`config.mk`:
```
export PLATFORM = sky130hd
export DESIGN_NAME = selector_sequencer
export DESIGN_NICKNAME = d
export VERILOG_FILES = /design/src/rtl/selector_sequencer.sv
export SDC_FILE = /design/constraint.sdc
export NUM_CORES = 1
export LEC_CHECK = 0
export CAP_MARGIN = 40
export CORE_MARGIN = 2
export CORE_UTILIZATION = 56
export CTS_CLUSTER_DIAMETER = 40
export DETAILED_ROUTE_END_ITERATION = 7
export GPL_TIMING_DRIVEN = 0
export MAX_ROUTING_LAYER = met4
export PLACE_DENSITY = 0.78
export SYNTH_ARGS = -nofsm -noshare
export SYNTH_HDL_FRONTEND = slang
export SYNTH_SLANG_ARGS = --single-unit
```
`constraint.sdc`:
```
create_clock -name clk -period 7.1 [get_ports clk]
set_input_delay 0.71 -clock clk [delete_from_list [all_inputs] [get_ports clk]]
set_output_delay 0.71 -clock clk [all_outputs]
set_load 0.005 [all_outputs]
```
`src/rtl/selector_sequencer.sv`:
```
// selector_sequencer
//   Bus-mapped scheduler for a 4-way input selector. A schedule of up to four
//   slots (channel mask + dwell time) is played out on the registered one-hot
//   select, optionally looping. While idle the select follows the MANUAL
//   register, so the block also works as a plain static mux.
//
// Ports
//   clk, resetn         system clock, synchronous active-low reset
//   valid / ready       CPU bus handshake; ready pulses 1 cycle after valid
//   wstrb, addr, wdata  byte strobes (0 = read), byte address, write data
//   rdata               registered read data, valid while ready=1
//   in0..in3            selectable inputs
//   out                 selected input, lowest set bit of sel wins, 0 if sel==0
//   sel                 registered one-hot select mask
//   irq                 1-cycle pulse when a non-looping schedule completes
//
// Register map (addr[4:2])
//   0 CTRL    [0] run, [1] loop, [5:4] last slot index
//   1 STATUS  [0] busy, [5:4] current slot (RO); [8] done (W1C)
//   2 MANUAL  [3:0] select mask used while idle
//   4..7 SLOTk [DWELL_W-1:0] dwell, [19:16] channel mask
module selector_sequencer #(
  parameter int unsigned DWELL_W = 16
) (
  input  logic        clk,
  input  logic        resetn,
  input  logic        valid,
  output logic        ready,
  input  logic [3:0]  wstrb,
  input  logic [31:0] addr,
  input  logic [31:0] wdata,
  output logic [31:0] rdata,
  input  logic        in0,
  input  logic        in1,
  input  logic        in2,
  input  logic        in3,
  output logic        out,
  output logic [3:0]  sel,
  output logic        irq
);

  typedef enum logic [0:0] {StIdle, StRun} state_e;

  state_e             state_q;
  logic               ready_q;
  logic [31:0]        rdata_q;
  logic               irq_q;
  logic [3:0]         sel_q;

  logic               run_q;
  logic               loop_q;
  logic [1:0]         last_q;
  logic               done_q;
  logic [3:0]         manual_q;
  logic [DWELL_W-1:0] dwell_q [4];
  logic [3:0]         mask_q  [4];

  logic [1:0]         slot_q;
  logic [DWELL_W-1:0] cnt_q;

  // Bus decode
  logic               access;
  logic               is_write;
  logic               is_read;
  logic [2:0]         reg_idx;
  logic [1:0]         slot_idx;
  logic               wr_ctrl;
  logic               wr_status;
  logic               wr_manual;
  logic               wr_slot;
  logic [31:0]        wmask;
  logic [3:0]         manual_next;
  logic [DWELL_W-1:0] dwell_wr;
  logic [3:0]         mask_wr;
  logic [31:0]        rd_word;
  logic [1:0]         slot_inc;

  // Dwell counter reload: a zero dwell still occupies one cycle.
  function automatic logic [DWELL_W-1:0] load_cnt(input logic [DWELL_W-1:0] dwell);
    return (dwell == '0) ? '0 : dwell - DWELL_W'(1);
  endfunction

  always_comb begin
    access    = valid & ~ready_q;
    is_write  = access & (|wstrb);
    is_read   = access & ~(|wstrb);
    reg_idx   = addr[4:2];
    slot_idx  = addr[3:2];
    wr_ctrl   = is_write & (reg_idx == 3'd0) & wstrb[0];
    wr_status = is_write & (reg_idx == 3'd1) & wstrb[1];
    wr_manual = is_write & (reg_idx == 3'd2) & wstrb[0];
    wr_slot   = is_write & reg_idx[2];
    slot_inc  = slot_q + 2'd1;

    wmask = '0;
    for (int k = 0; k < 4; k++) begin
      wmask[8*k +: 8] = {8{wstrb[k]}};
    end

    manual_next = wr_manual ? wdata[3:0] : manual_q;
    dwell_wr    = (dwell_q[slot_idx] & ~wmask[DWELL_W-1:0]) |
                  (wdata[DWELL_W-1:0] & wmask[DWELL_W-1:0]);
    mask_wr     = (mask_q[slot_idx] & ~wmask[19:16]) | (wdata[19:16] & wmask[19:16]);
  end

  // Read mux works on pre-edge register values.
  always_comb begin
    rd_word = '0;
    case (reg_idx)
      3'd0: begin
        rd_word[0]   = run_q;
        rd_word[1]   = loop_q;
        rd_word[5:4] = last_q;
      end
      3'd1: begin
        rd_word[0]   = (state_q == StRun);
        rd_word[5:4] = slot_q;
        rd_word[8]   = done_q;
      end
      3'd2: rd_word[3:0] = manual_q;
      3'd4, 3'd5, 3'd6, 3'd7: begin
        rd_word[DWELL_W-1:0] = dwell_q[slot_idx];
        rd_word[19:16]       = mask_q[slot_idx];
      end
      default: rd_word = '0;
    endcase
  end

  always_ff @(posedge clk) begin
    if (!resetn) begin
      state_q  <= StIdle;
      ready_q  <= 1'b0;
      rdata_q  <= '0;
      irq_q    <= 1'b0;
      sel_q    <= '0;
      run_q    <= 1'b0;
      loop_q   <= 1'b0;
      last_q   <= '0;
      done_q   <= 1'b0;
      manual_q <= '0;
      slot_q   <= '0;
      cnt_q    <= '0;
      for (int i = 0; i < 4; i++) begin
        dwell_q[i] <= '0;
        mask_q[i]  <= '0;
      end
    end else begin
      ready_q <= access;
      rdata_q <= is_read ? rd_word : '0;
      irq_q   <= 1'b0;

      // Register writes. The sequencer below keeps using the pre-edge values,
      // so new slot/last settings only matter from the next slot load.
      if (wr_manual) manual_q <= wdata[3:0];
      if (wr_slot) begin
        dwell_q[slot_idx] <= dwell_wr;
        mask_q[slot_idx]  <= mask_wr;
      end
      if (wr_ctrl) begin
        loop_q <= wdata[1];
        last_q <= wdata[5:4];
      end
      if (wr_status && wdata[8]) done_q <= 1'b0;

      unique case (state_q)
        StIdle: begin
          sel_q  <= manual_next;
          slot_q <= '0;
          cnt_q  <= '0;
          if (wr_ctrl && wdata[0]) begin
            state_q <= StRun;
            run_q   <= 1'b1;
            sel_q   <= mask_q[0];
            cnt_q   <= load_cnt(dwell_q[0]);
          end
        end
        StRun: begin
          if (wr_ctrl && !wdata[0]) begin
            // Abort: straight back to idle, no done/irq.
            state_q <= StIdle;
            run_q   <= 1'b0;
            sel_q   <= manual_next;
            slot_q  <= '0;
            cnt_q   <= '0;
          end else if (cnt_q != '0) begin
            cnt_q <= cnt_q - DWELL_W'(1);
          end else if (slot_q < last_q) begin
            slot_q <= slot_inc;
            sel_q  <= mask_q[slot_inc];
            cnt_q  <= load_cnt(dwell_q[slot_inc]);
          end else if (loop_q) begin
            slot_q <= '0;
            sel_q  <= mask_q[0];
            cnt_q  <= load_cnt(dwell_q[0]);
          end else begin
            // Placed after the W1C clear so a same-cycle set wins.
            state_q <= StIdle;
            run_q   <= 1'b0;
            done_q  <= 1'b1;
            irq_q   <= 1'b1;
            sel_q   <= manual_next;
            slot_q  <= '0;
            cnt_q   <= '0;
          end
        end
        default: state_q <= StIdle;
      endcase
    end
  end

  // Lowest set bit of sel picks the input.
  always_comb begin
    if (sel_q[0])      out = in0;
    else if (sel_q[1]) out = in1;
    else if (sel_q[2]) out = in2;
    else if (sel_q[3]) out = in3;
    else               out = 1'b0;
  end

  assign ready = ready_q;
  assign rdata = rdata_q;
  assign sel   = sel_q;
  assign irq   = irq_q;

  logic unused_sigs;
  assign unused_sigs = ^{addr[31:5], addr[1:0], wdata[31:20], wmask[31:20]};

endmodule

```
# ---- After elaboration in Yosys (flattened, before gate mapping)
# Memory sizes are Yosys's and may differ from the RTL's.
# Index checks and enable logic that the tools add are counted.
# Widths: inputs -> output; s select.
dict set report totals {
  mem_bits_rw 80
  inputBits 75
  out_inout_bits 39
  mem_count 2
  register_bits 66
}
dict set report op_classes {
  eq_ne 10
  n_mux 57
  reduce_logical 16
  add_sub_neg 4
  n_lt_le_gt_ge 1
  bitwise_logic 22
}
# name depth width read_ports rd_clocked_by_memory_dff write_ports line_no
set memory_table {}
lappend memory_table {dwell_q 4 16 3 0 4 55} ;# logic [DWELL_W-1:0] dwell_q [4];
lappend memory_table {mask_q 4 4 3 0 4 56} ;# logic [3:0] mask_q [4];
# operator n
set op_table {}
lappend op_table {{$mux 16} 8}
lappend op_table {{$sub 16x1->16 const B} 3}
lappend op_table {{$and 16x16->16} 2}
lappend op_table {{$logic_not 16->1} 2}
lappend op_table {{$pmux 16 s2} 1}
lappend op_table {{$mux 4} 7}
lappend op_table {{$mux 1} 27}
lappend op_table {{$not 16->16} 1}
lappend op_table {{$or 16x16->16} 1}
lappend op_table {{$reduce_bool 16->1} 1}
lappend op_table {{$reduce_or 16->1} 1}
lappend op_table {{$eq 3x3->1 const B} 4}
lappend op_table {{$reduce_or 4->1} 3}
lappend op_table {{$and 1x1->1} 10}
lappend op_table {{$mux 2} 5}
lappend op_table {{$and 4x4->4} 2}
lappend op_table {{$pmux 2 s2} 2}
lappend op_table {{$pmux 4 s2} 1}
lappend op_table {{$ne 3x3->1 const B} 2}
lappend op_table {{$pmux 1 s2} 3}
lappend op_table {{$pmux 2 s3} 1}
lappend op_table {{$reduce_or 5->1} 1}
lappend op_table {{$not 1->1} 4}
lappend op_table {{$not 4->4} 1}
lappend op_table {{15 further kinds} 17}

# ---- Depth between registers and ports, before layout
# Gate-level depths: netlist of run 1.
dict set report depth {
  word_depth 12
  depth_mapped 12
  mapped_depth_nobuf 8
}

# ---- Worst setup path before layout of run 1
# Ideal clock, no wire load.
dict set report synth_timing {
  kind {input to register}
  from {input addr[2]}
  to {memory dwell_q[1][0] (enable)}
  path_buffers 2
  setup_ps 425
  arrival_time_ps 3201
  stages 4
  setup_slack_ps 3474
  path_cell_list {clkbuf_1 -> clkbuf_1 -> nand2b_1 -> o21ai_0}
}
# item line_no
set synth_rtl {}
lappend synth_rtl {{start, declared} 30} ;# input logic [31:0] addr,
lappend synth_rtl {{end, declared} 55}

# ---- Worst setup path in the final report of run 1
dict set report layout_timing {
  from {register slot_q[0]}
  to {register cnt_q[10]}
}
dict set report layout_via {
  elab_chain_cells 8
}
# item line_no
set layout_lines {}
lappend layout_lines {{start, declared} 58} ;# logic [1:0] slot_q;
lappend layout_lines {{start signal, assigned} 188} ;# slot_q <= slot_inc;
lappend layout_lines {{$add 2x1->2} 93} ;# slot_inc = slot_q + 2'd1;
lappend layout_lines {{$mem_v2 4x16} -}
lappend layout_lines {{$sub 16x1->16 or $logic_not 16->1 (tied branches)} 80} ;# return (dwell == '0) ? '0 : dwell - DWELL_W'(1);
lappend layout_lines {{$mux 16} 80}
lappend layout_lines {{$mux 16 (*)} 187} ;# end else if (slot_q < last_q) begin
lappend layout_lines {{$mux 16 (*)} 185} ;# end else if (cnt_q != '0) begin
lappend layout_lines {{$mux 16 (*)} 178} ;# if (wr_ctrl && !wdata[0]) begin
lappend layout_lines {{$pmux 16 s2 (*)} 165} ;# unique case (state_q)
lappend layout_lines {{end signal, assigned} 186} ;# cnt_q <= cnt_q - DWELL_W'(1);
lappend layout_lines {{end signal, assigned} 190} ;# cnt_q <= load_cnt(dwell_q[slot_inc]);
lappend layout_lines {{end signal, assigned} 194} ;# cnt_q <= load_cnt(dwell_q[0]);
lappend layout_lines {{end, declared} 59} ;# logic [DWELL_W-1:0] cnt_q;
# Every way passes the cells marked *; elsewhere a longest branch is shown, timed or not.
# A chain may end at the register's enable or synchronous reset.

==> impl_results.md, run 1 <==
* Complex-gate fraction of the synthesized area at 11.0%
* Final Cell Area at 0.00933 mm²
* Yosys reg bits at between 100 and 150
* Main combinational cell family by area after synthesis: simple AND/OR/NAND/NOR gates
* Initial antenna violation count at 0
* Reg clk slew, reported paths at approximately 60 ps
* CTS tree: built
* Ports at 114
* ANT nets after route at 0
* Num CTS Buffers at 17
* Arr. time, crit path at just under 4000 ps
* Mapped Cells at roughly 750
* Total number of yosys warnings at 0
* Initial DRT Pass Iterations at 5
* CP endpoint: cnt_q[10]
* R2R cell count at 11
* Die height at around 120 µm
* Slew Limit Fails at 0
* Fmax at between 200 and 300 MHz
* Number of synthesized flops with an enable pin at 80
* Post-placement cell area at approximately 0.0088 mm²
* Status: finished clean
* Tcrit/Tclk final at approximately half
* Clk Latency, worst-skew pair at approximately 430 ps
* DR iter-0 viols at just under 700
* Ant. Diodes at 0
* Max Cap Viol at 0
* Async SR Flop Fraction at 0%
* Post-synth top area share at a little under a third
* Tmin final at about 3500 ps
* Total Power at slightly below 2000 µW
* Die W at about 120 µm
* Clk_skew at 5.22 ps
* Worst setup path startpoint: slot_q[0]
* Startpoint types: flop
* Hold_buf cts at 0
* Layout cells sized above 1 at between 10% and 20%
* Setup TNS at 0 ps
* Total global routing overflow at 0
* Synth Flop Type: edfxtp_1
* Placer Congestion at 1.03
* PortBufs at 57
* Pin slew with the least headroom to its limit at around 850 ps
* Post-DP HPWL at about 17 mm
* Post-Route WL at 23.5 mm
* Final core utilization at about two thirds
* Core region area at about 0.014 mm²
* Global-route wire length before repair at between 30 and 40 mm
* GRT Total Usage at between 30% and 40%
* Power Dens Cells at ~210 mW/mm²
* Area leader, netlist: edfxtp_1
* Drt via density at approximately 6.4
* Critical Path End Type: flop
* Nets@finish at roughly 920
* Critical Path Fanout Max at 10
* Largest net degree at the start of global routing at 17
* Post-Syn Area per Cell at 10.4 µm²
* Vias in the first global route at roughly 6400
* Simple-gate share of the synthesized area at between 15 and 20%
* # DRC at 0
* CTS sink count at between 100 and 150
* Wire per inst at ~23 µm
* Synth Area in Adders at less than 1%
* H-tree depth at 4
* Max VDD drop at 0.000158 V
* Rel. slew slack at ~43%
* Post-synthesis sequential area ratio at about 45%
* Fin. Hold Viols at 0
* XOR/XNOR Fraction of Synth Area at about 3.0%
* Final non-filler cell total at 1033
* Critical path type: reg -> reg
* Synth top area cells: edfxtp_1, dfxtp_1, mux4_2
* Leakage at between 0.003 and 0.004 µW
* Mapped cell area at ~0.0078 mm²
* Most frequent cell after synthesis: nor2_1
* Post-synthesis mux area share at between 10% and 20%
* Final setup fails at 0
* P&R area growth vs syn at 19.2%
* Die area at between 0.01 and 0.015 mm²
* FF-to-FF End: cnt_q[10]
* CTS max path bufs at 2
* CTS Root Cell: clkbuf_16
* Hold Path Class: reg -> reg
* Worst EP required at 7470 ps
* Resized cells post-CTS at 0
* Netlist cell types at between 70 and 80
* FF-to-FF setup slack at ~3600 ps
* Top cells by count, synth: nor2_1, edfxtp_1, nand2_1, dfxtp_1, inv_1
* Std-Cell Rows at 43
* Starting Density at between 50% and 60%
* RR Startpoint: slot_q[0]
* Unrepaired setup endpoints after global routing: no
* Fill count at between 1000 and 1500
* Via count at 6634
* Postcts setup bufs at 0
* Cell Count Post-Placement at between 1000 and 1500
## logic make-up after synthesis
group                    count (synthesis)
AND/OR/NAND/NOR                        287
flip-flops                             134
AO/OA/AOI/OAI                          127
buffers and inverters                   90
multiplexers                            77
XOR/XNOR                                27
adder cells (fa/ha/maj)                  6
other                                    1
## worst min-delay path by stage
stage,cells past startpoint,endpoint,startpoint
after CTS,2,run_q,run_q
after detailed placement,2,done_q,done_q
after global placement,2,run_q,run_q
final,2,run_q,run_q
after global routing,2,run_q,run_q
after floorplan,2,done_q,done_q
## metal layers
metal | up-vias | share of wire (%) | GRT usage [%]
li1 | 2947 | - | -
met1 | 3222 | 39 | 43.1
met2 | 405 | 47 | 50.8
met3 | 60 | 9.9 | 8.41
met4 | 0 | 3.7 | 16.5
met5 | - | 0 | -
## power breakdown
part	switching [µW]	leakage, µW	total, µW	internal (µW)
clock network	336	0.000274	850	514
registers	19.8	0.00127	869	849
logic	115	0.00191	203	88.0
total	471	0.00346	1920	1450
## state kept, by name, summed over array words and instances (netlist names)
name and count:
cnt_q 16, done_q 1, dwell_q 64, irq 1, last_q 2, loop_q 1, manual_q 4, mask_q 16
rdata 20, ready 1, run_q 1, sel 4, slot_q 2, state_q 1
## placed cells by master, fill, tap and decap left out, types with 7 or more instances in the layout
cell type          n
o21ai_0           23
clkdlybuf4s50_1   57
xor2_1             9
a221oi_1           7
a31oi_1            8
nor4_1             8
mux2i_1           19
xnor2_1           18
clkbuf_1          32
a21oi_1           28
o211ai_1          10
dfxtp_1           54
clkbuf_16         17
edfxtp_1          80
nand3_1           15
and2_1            15
conb_1            12
buf_4             15
nand2b_1          12
nor3_1            13
mux4_2            30
inv_1             33
nor2_1           108
nand4_1           13
mux2_2            22
nand2_1           56
## worst max-delay path, stage by stage, from the launching register on
cell and delay (ps):
dfxtp_1 320, buf_4 210, buf_6 200, clkbuf_1 460, mux4_2 460, inv_1 110
ha_1 250, and4b_1 320, o211ai_1 200, or4b_1 550, a21boi_0 200, o311a_1 170
## final cells by class
cell class | count | area, µm² | area share [%]
Clock buffer | 19 | 433 | 4.64
Buffer | 56 | 322 | 3.45
Timing Repair Buffer | 61 | 656 | 7.03
Multi-Input combinational cell | 536 | 3950 | 42.3
Sequential cell | 134 | 3480 | 37.3
Clock inverter | 13 | 133 | 1.42
Inverter | 34 | 128 | 1.37
Tap cell | 180 | 225 | 2.41
## per-stage QoR
step | hold slack, ps | setup WS (ps)
2_1_floorplan | 465 | 3470
3_3_place_gp | 495 | 1380
3_5_place_dp | 513 | 3310
4_1_cts | 534 | 3660
5_1_grt | 552 | 3370
6_report | 537 | 3570
Note: power is estimated with default switching activity, not from simulation.
==> inputs of run 2 (changes only) <==
Settings changed: CORE_UTILIZATION 56 to 55, PLACE_DENSITY 0.78 to 0.77.
Clock period 7.1 ns to 3.55 ns, I/O delays scaled along.
==> run 2 against run 1 <==
Against the previous run: clock power increased by 100%; critical path depth is 1 lower; first-iteration DRC count up 7.2%; wire length increased by 1.7%; die area grew 1.8%; via count down 2.2%; count of clock-buffer cells in the layout grew 3; worst hold slack lost 24 ps; total power up 100%; worst setup slack worse by 3200 ps; critical path type unchanged; largest power group unchanged.
==> impl_results.md, run 2 (synthesis gave the netlist of run 1 again) <==
* Critical-path top delay cell: mux4_2
* CTS Root Cell: clkbuf_16
* Setup TNS at 0 ps
* Largest net degree at the start of global routing at 17
* Reg clk slew, reported paths at ~60 ps
* Fin. Hold Viols at 0
* Hold Path Class: in -> reg
* Max FFs per register at between 60 and 70
* Std-Cell Rows at 43
* Die W at approximately 120 µm
* Unrepaired setup endpoints after global routing: no
* Tmin final at about 3200 ps
* Most used cell, CP: buf_6
* Clk_skew at 16.4 ps
* Fmax at approximately 310 MHz
* Final Worst Setup Slack at 330 ps
* Initial antenna violation count at 0
* Leakage at 0.00344 µW
* Clk Latency, worst-skew pair at 430 ps
* Max VDD drop at 0.000319 V
* H-tree depth at 4
* Final setup fails at 0
* Die height at 123 µm
* Arr. time, crit path at 3580 ps
* CP cell instances: buf_6, buf_6, mux4_2, inv_1, ha_1, and4b_1, o211ai_1, or4b_1, a21boi_0, o311a_1
* Ant. Diodes at 0
* FF-to-FF setup slack at 330 ps
* Core region area at approximately 0.014 mm²
* Max Cap Viol at 0
* Layout cells sized above 1 at roughly 15%
* # DRC at 0
* Vias in the first global route at 6327
* Total global routing overflow at 0
* Ports at 114
* Nets@finish at between 900 and 1000
* Initial DRT Pass Iterations at 7
* GRT Total Usage at between 30% and 40%
* Final non-filler cell total at just over 1000
* Die area at between 0.015 and 0.02 mm²
* Num CTS Buffers at 17
* Status: finished clean
* Delay-heaviest family, CP: simple AND/OR/NAND/NOR gates
* Most frequent cells in the layout: nor2_1, edfxtp_1, clkdlybuf4s50_1, nand2_1, dfxtp_1
* Placer Congestion at roughly 0.93
* Global-route wire length before repair at 36.1 mm
* Pin slew with the least headroom to its limit at 882 ps
* Slew Limit Fails at 0
* Critical Path Fanout Max at 10
* CTS sink count at 134
* Tcrit/Tclk final at about 90%
* PortBufs at 57
* ANT nets after route at 0
* Starting Density at between 50 and 60%
* Critical Path End Type: flop
* Max stage delay on crit path at approximately 570 ps
* Postcts setup bufs at 0
* Via count at 6491
* Cell Count Post-Placement at between 1000 and 1500
* Rel. slew slack at 40.7%
* Fill count at ~1100
* CTS max path bufs at 2
* Post-Route WL at 23.9 mm
* Leading cell type in the layout, fill and taps excluded: nor2_1
* Hold_buf cts at 0
* Int Pwr at just under 3000 µW
* Clock power frac at 44.2%
* WP buf/inv at 3
* Wire per inst at 23.2 µm
* Worst EP required at 3910 ps
* Sw power at between 900 and 1000 µW
* Post-DP HPWL at around 18 mm
* P&R area growth vs syn at 18.8%
* DR iter-0 viols at around 750
* Power Dens Cells at roughly 410 mW/mm²
* Place WS at -32.6 ps
* Top reg by flops: dwell_q
* Switching share of power at roughly a quarter
* CTS tree: built
* Startpoint types: flop
* Flop pwr share at a little under half
* Drt via density at between 6 and 7
* Critical path type: reg -> reg
* Comb pwr share at 10.5%
## run 2: changes by cell type in the layout (fill, tap and decap cells not counted)
cell,before,now
clkinv_4,4,0
clkinv_1,3,0
clkinv_2,2,5
clkbuf_1,32,34
clkinvlp_4,1,3
buf_16,2,1
buf_6,4,5
inv_6,1,0
## run 2: area by class of cell
| type | count | area (µm²) | area share [%] |
|---|---|---|---|
| multi-input combinational | 536 | 3950 | 42.5 |
| timing repair buffer | 61 | 639 | 6.88 |
| clock buffer | 22 | 444 | 4.78 |
| tap | 180 | 225 | 2.42 |
| sequential | 134 | 3480 | 37.5 |
| buffer | 55 | 318 | 3.42 |
| inverter | 34 | 128 | 1.37 |
| clock inverter | 10 | 108 | 1.16 |
## run 2: layer usage
layer / vias up / track usage [%] / wire (µm)
met5: - / - / 0
met4: 0 / 12.6 / 645
met3: 49 / 7.56 / 2370
met2: 404 / 52.2 / 11600
met1: 3094 / 43.5 / 9290
li1: 2944 / - / -
## run 2: what timing repair did
action | CTS | global route
endpoints found under the setup margin | 0 | 10
hold endpoints to repair | 0 | 0
gates resized for setup | 0 | 0
## run 2: worst paths after layout
kind             start         to  cells past startpoint
min           wdata[0]      run_q                      3
min reg2reg     sel[2]     sel[2]                      2
max          slot_q[1]  cnt_q[10]                     10
max reg2reg  slot_q[1]  cnt_q[10]                     10
## run 2: through the flow
stage	cell area [µm²]	util (%)	hold WS [ps]	total power [µW]
4_1_cts	9300	67.0	482	3820
3_3_place_gp	8660	62.4	505	2140
6_report	9290	67.0	513	3840
5_1_grt	9290	67.0	516	3920
3_5_place_dp	8750	63.0	515	2160
2_1_floorplan	7870	-	465	2000
## run 2: power by group through the flow
stage,registers [µW],clock network [µW],logic [µW]
2_1_floorplan,1750,0,246
3_3_place_gp,1770,0,376
3_5_place_dp,1770,0,391
4_1_cts,1740,1690,394
5_1_grt,1740,1760,425
6_report,1740,1700,401
## run 2: worst min-delay path: stages
cell	delay, ps
clkbuf_1	220
o211ai_1	240
a21oi_1	80
==> inputs of run 3 (changes only) <==
--- a/config.mk
+++ b/config.mk
@@ -12,2 +12,3 @@
 export DETAILED_ROUTE_END_ITERATION = 7
+export GPL_ROUTABILITY_DRIVEN = 0
 export GPL_TIMING_DRIVEN = 0
==> constraint.sdc (replaced) <==
create_clock -name clk -period 3.55 [get_ports clk]
set_input_delay 0.5325 -clock clk [delete_from_list [all_inputs] [get_ports clk]]
set_output_delay 0.5325 -clock clk [all_outputs]
set_load 0.005 [all_outputs]
==> run 3 against run 2 <==
Against the previous run: final cell count did not move; largest cell class unchanged; highest routed layer unchanged; non-clock buffer count did not move; wire length fell by 3.2%; total power fell by 0.65%; worst setup slack got worse by 100 ps.
==> impl_results.md, run 3 (synthesis gave the netlist of run 1 again) <==
* Final core utilization at between 60% and 70%
* Die height at 123 µm
* DR iter-0 viols at 947
* Most frequent cells in the layout: nor2_1, edfxtp_1, clkdlybuf4s50_1, nand2_1, dfxtp_1
* Ports at approximately 110
* Max VDD drop at about 0.00032 V
* Pin slew with the least headroom to its limit at just under 900 ps
* Std-Cell Rows at 43
* Rel. slew slack at about two fifths
* Ant. Diodes at 0
* CTS sink count at ~130
* Slew Limit Fails at 0
* FF-to-FF setup slack at 320 ps
* Int Pwr at 2860 µW
* Critical Path Fanout Max at 12
* Status: finished clean
* PortBufs at between 50 and 60
* Post-Route WL at roughly 23 mm
* # DRC at 0
* Most used cell, CP: clkbuf_1
* Initial DRT Pass Iterations at 8
* Final setup fails at 0
* Initial antenna violation count at 0
* Fmax at ~300 MHz
* Reg clk slew, reported paths at 60 ps
* Min-Delay Startpoint: run_q
* Startpoint types: input port
* Wire per inst at approximately 22 µm
* Tcrit/Tclk final at between 90 and 100%
* Max stage delay on crit path at between 600 and 700 ps
* Comb pwr share at a little over a tenth
* Critical Path End Type: flop
* Unrepaired setup endpoints after global routing: no
* Core region area at around 0.014 mm²
* Hold Path Class: reg -> reg
* Final Worst Setup Slack at 226 ps
* CP cell instances: clkdlybuf4s50_1, clkbuf_1, clkbuf_1, nand2b_1, o21ai_2, buf_8
* Vias in the first global route at approximately 6400
* Tmin final at roughly 3300 ps
* Worst EP required at 3680 ps
* Post-placement cell area at 0.00874 mm²
* GRT Total Usage at approximately a third
* Num CTS Buffers at 17
* Max FFs per register at 64
* R2R cell count at 10
* Total Power at 3810 µW
* H-tree depth at 4
* Largest net degree at the start of global routing at 17
* Arr. time, crit path at 3450 ps
* Clk_skew at slightly above 10 ps
* Leakage at around 0.0034 µW
* Total global routing overflow at 0
* Flop pwr share at ~46%
* Die W at approximately 120 µm
* Clk Latency, worst-skew pair at 430 ps
* Drt via density at between 6 and 7
* Critical path type: in -> reg
* Leading cell type in the layout, fill and taps excluded: nor2_1
* Critical-path top delay cell: clkbuf_1
* FF-to-FF End: cnt_q[10]
* Starting Density at between 50 and 60%
* Sw power at ~950 µW
* Post-DP HPWL at 16.5 mm
* Top reg by flops: dwell_q
* Hold path cells at 2
* P&R area growth vs syn at 18.8%
* Place WS at -138 ps
* Final Cell Area at 0.00930 mm²
* Die area at ~0.015 mm²
* Setup TNS at 0 ps
* RR Startpoint: slot_q[1]
* Global-route wire length before repair at roughly 35 mm
* Clock power frac at a little over two fifths
* CTS Root Cell: clkbuf_16
* Switching share of power at between 20% and 30%
* CTS tree: built
* Power Dens Cells at about 410 mW/mm²
* Via count at between 6000 and 7000
* CTS max path bufs at 2
* ANT nets after route at 0
* Nets@finish at roughly 900
* Layout cells sized above 1 at 15.4%
* Max Cap Viol at 0
* WHS Endpoint: run_q
* Fin. Hold Viols at 0
[run 3: cell types whose count changed in the layout (fill, tap and decap cells not counted), moves of 2 or more]
cell,previous run,this run
buf_8,2,4
clkbuf_1,34,30
clkinv_2,5,2
clkinv_4,0,4
clkinvlp_4,3,1
inv_6,0,4
[run 3: cell type report]
class,count,area [µm²]
Fill cell,1074,4580
Multi-Input combinational cell,536,3950
Sequential cell,134,3480
Timing Repair Buffer,61,631
Clock buffer,19,443
Buffer,55,318
Tap cell,180,225
Inverter,34,128
Clock inverter,13,121
[run 3: how the worst max path moves through the flow]
stage | slack, ps | cells after the start | endpoint | startpoint
finish | 230 | 6 | dwell_q[1][10] | addr[2]
detailed placement | -140 | 6 | dwell_q[1][10] | addr[2]
global route | 3 | 6 | dwell_q[1][11] | addr[2]
global placement | -2040 | 5 | dwell_q[1][11] | addr[2]
floorplan | 100 | 4 | dwell_q[1][0] | addr[2]
CTS | 20 | 11 | cnt_q[10] | slot_q[0]
[run 3: critical path: cells and delay by family]
family	cells	cell delay, ps
compound gates	1	590
buf+inv	4	1970
simple gates	1	340
[run 3: metal layers]
metal / part of all wire, % / track usage, % / vias up
met5: 0 / - / -
met2: 47 / 49.3 / 460
met4: 4.3 / 16.1 / 0
li1: - / - / 2958
met3: 10 / 6.46 / 76
met1: 38 / 42.1 / 3173
[run 3: timing repair]
| item | 4_1_cts | 5_1_grt |
|---|---|---|
| gates resized for setup | 0 | 0 |
| setup endpoints to repair | 0 | 9 |
| hold buffers | 0 | 0 |
| setup buffers | 0 | 0 |
| hold endpoints to repair | 0 | 0 |
[run 3: power by group through the flow]
stage / sequential (µW) / clock (µW) / combinational (µW)
after global placement: 1770 / 0 / 366
after detailed placement: 1770 / 0 / 384
after global routing: 1740 / 1750 / 422
after floorplan: 1750 / 0 / 246
after CTS: 1740 / 1680 / 389
final: 1740 / 1680 / 398
[run 3: stage by stage]
stage	cells	hold slack [ps]
global route	1032	560
floorplan	760	465
CTS	1033	532
finish	1032	545
detailed placement	1001	512
global placement	997	502
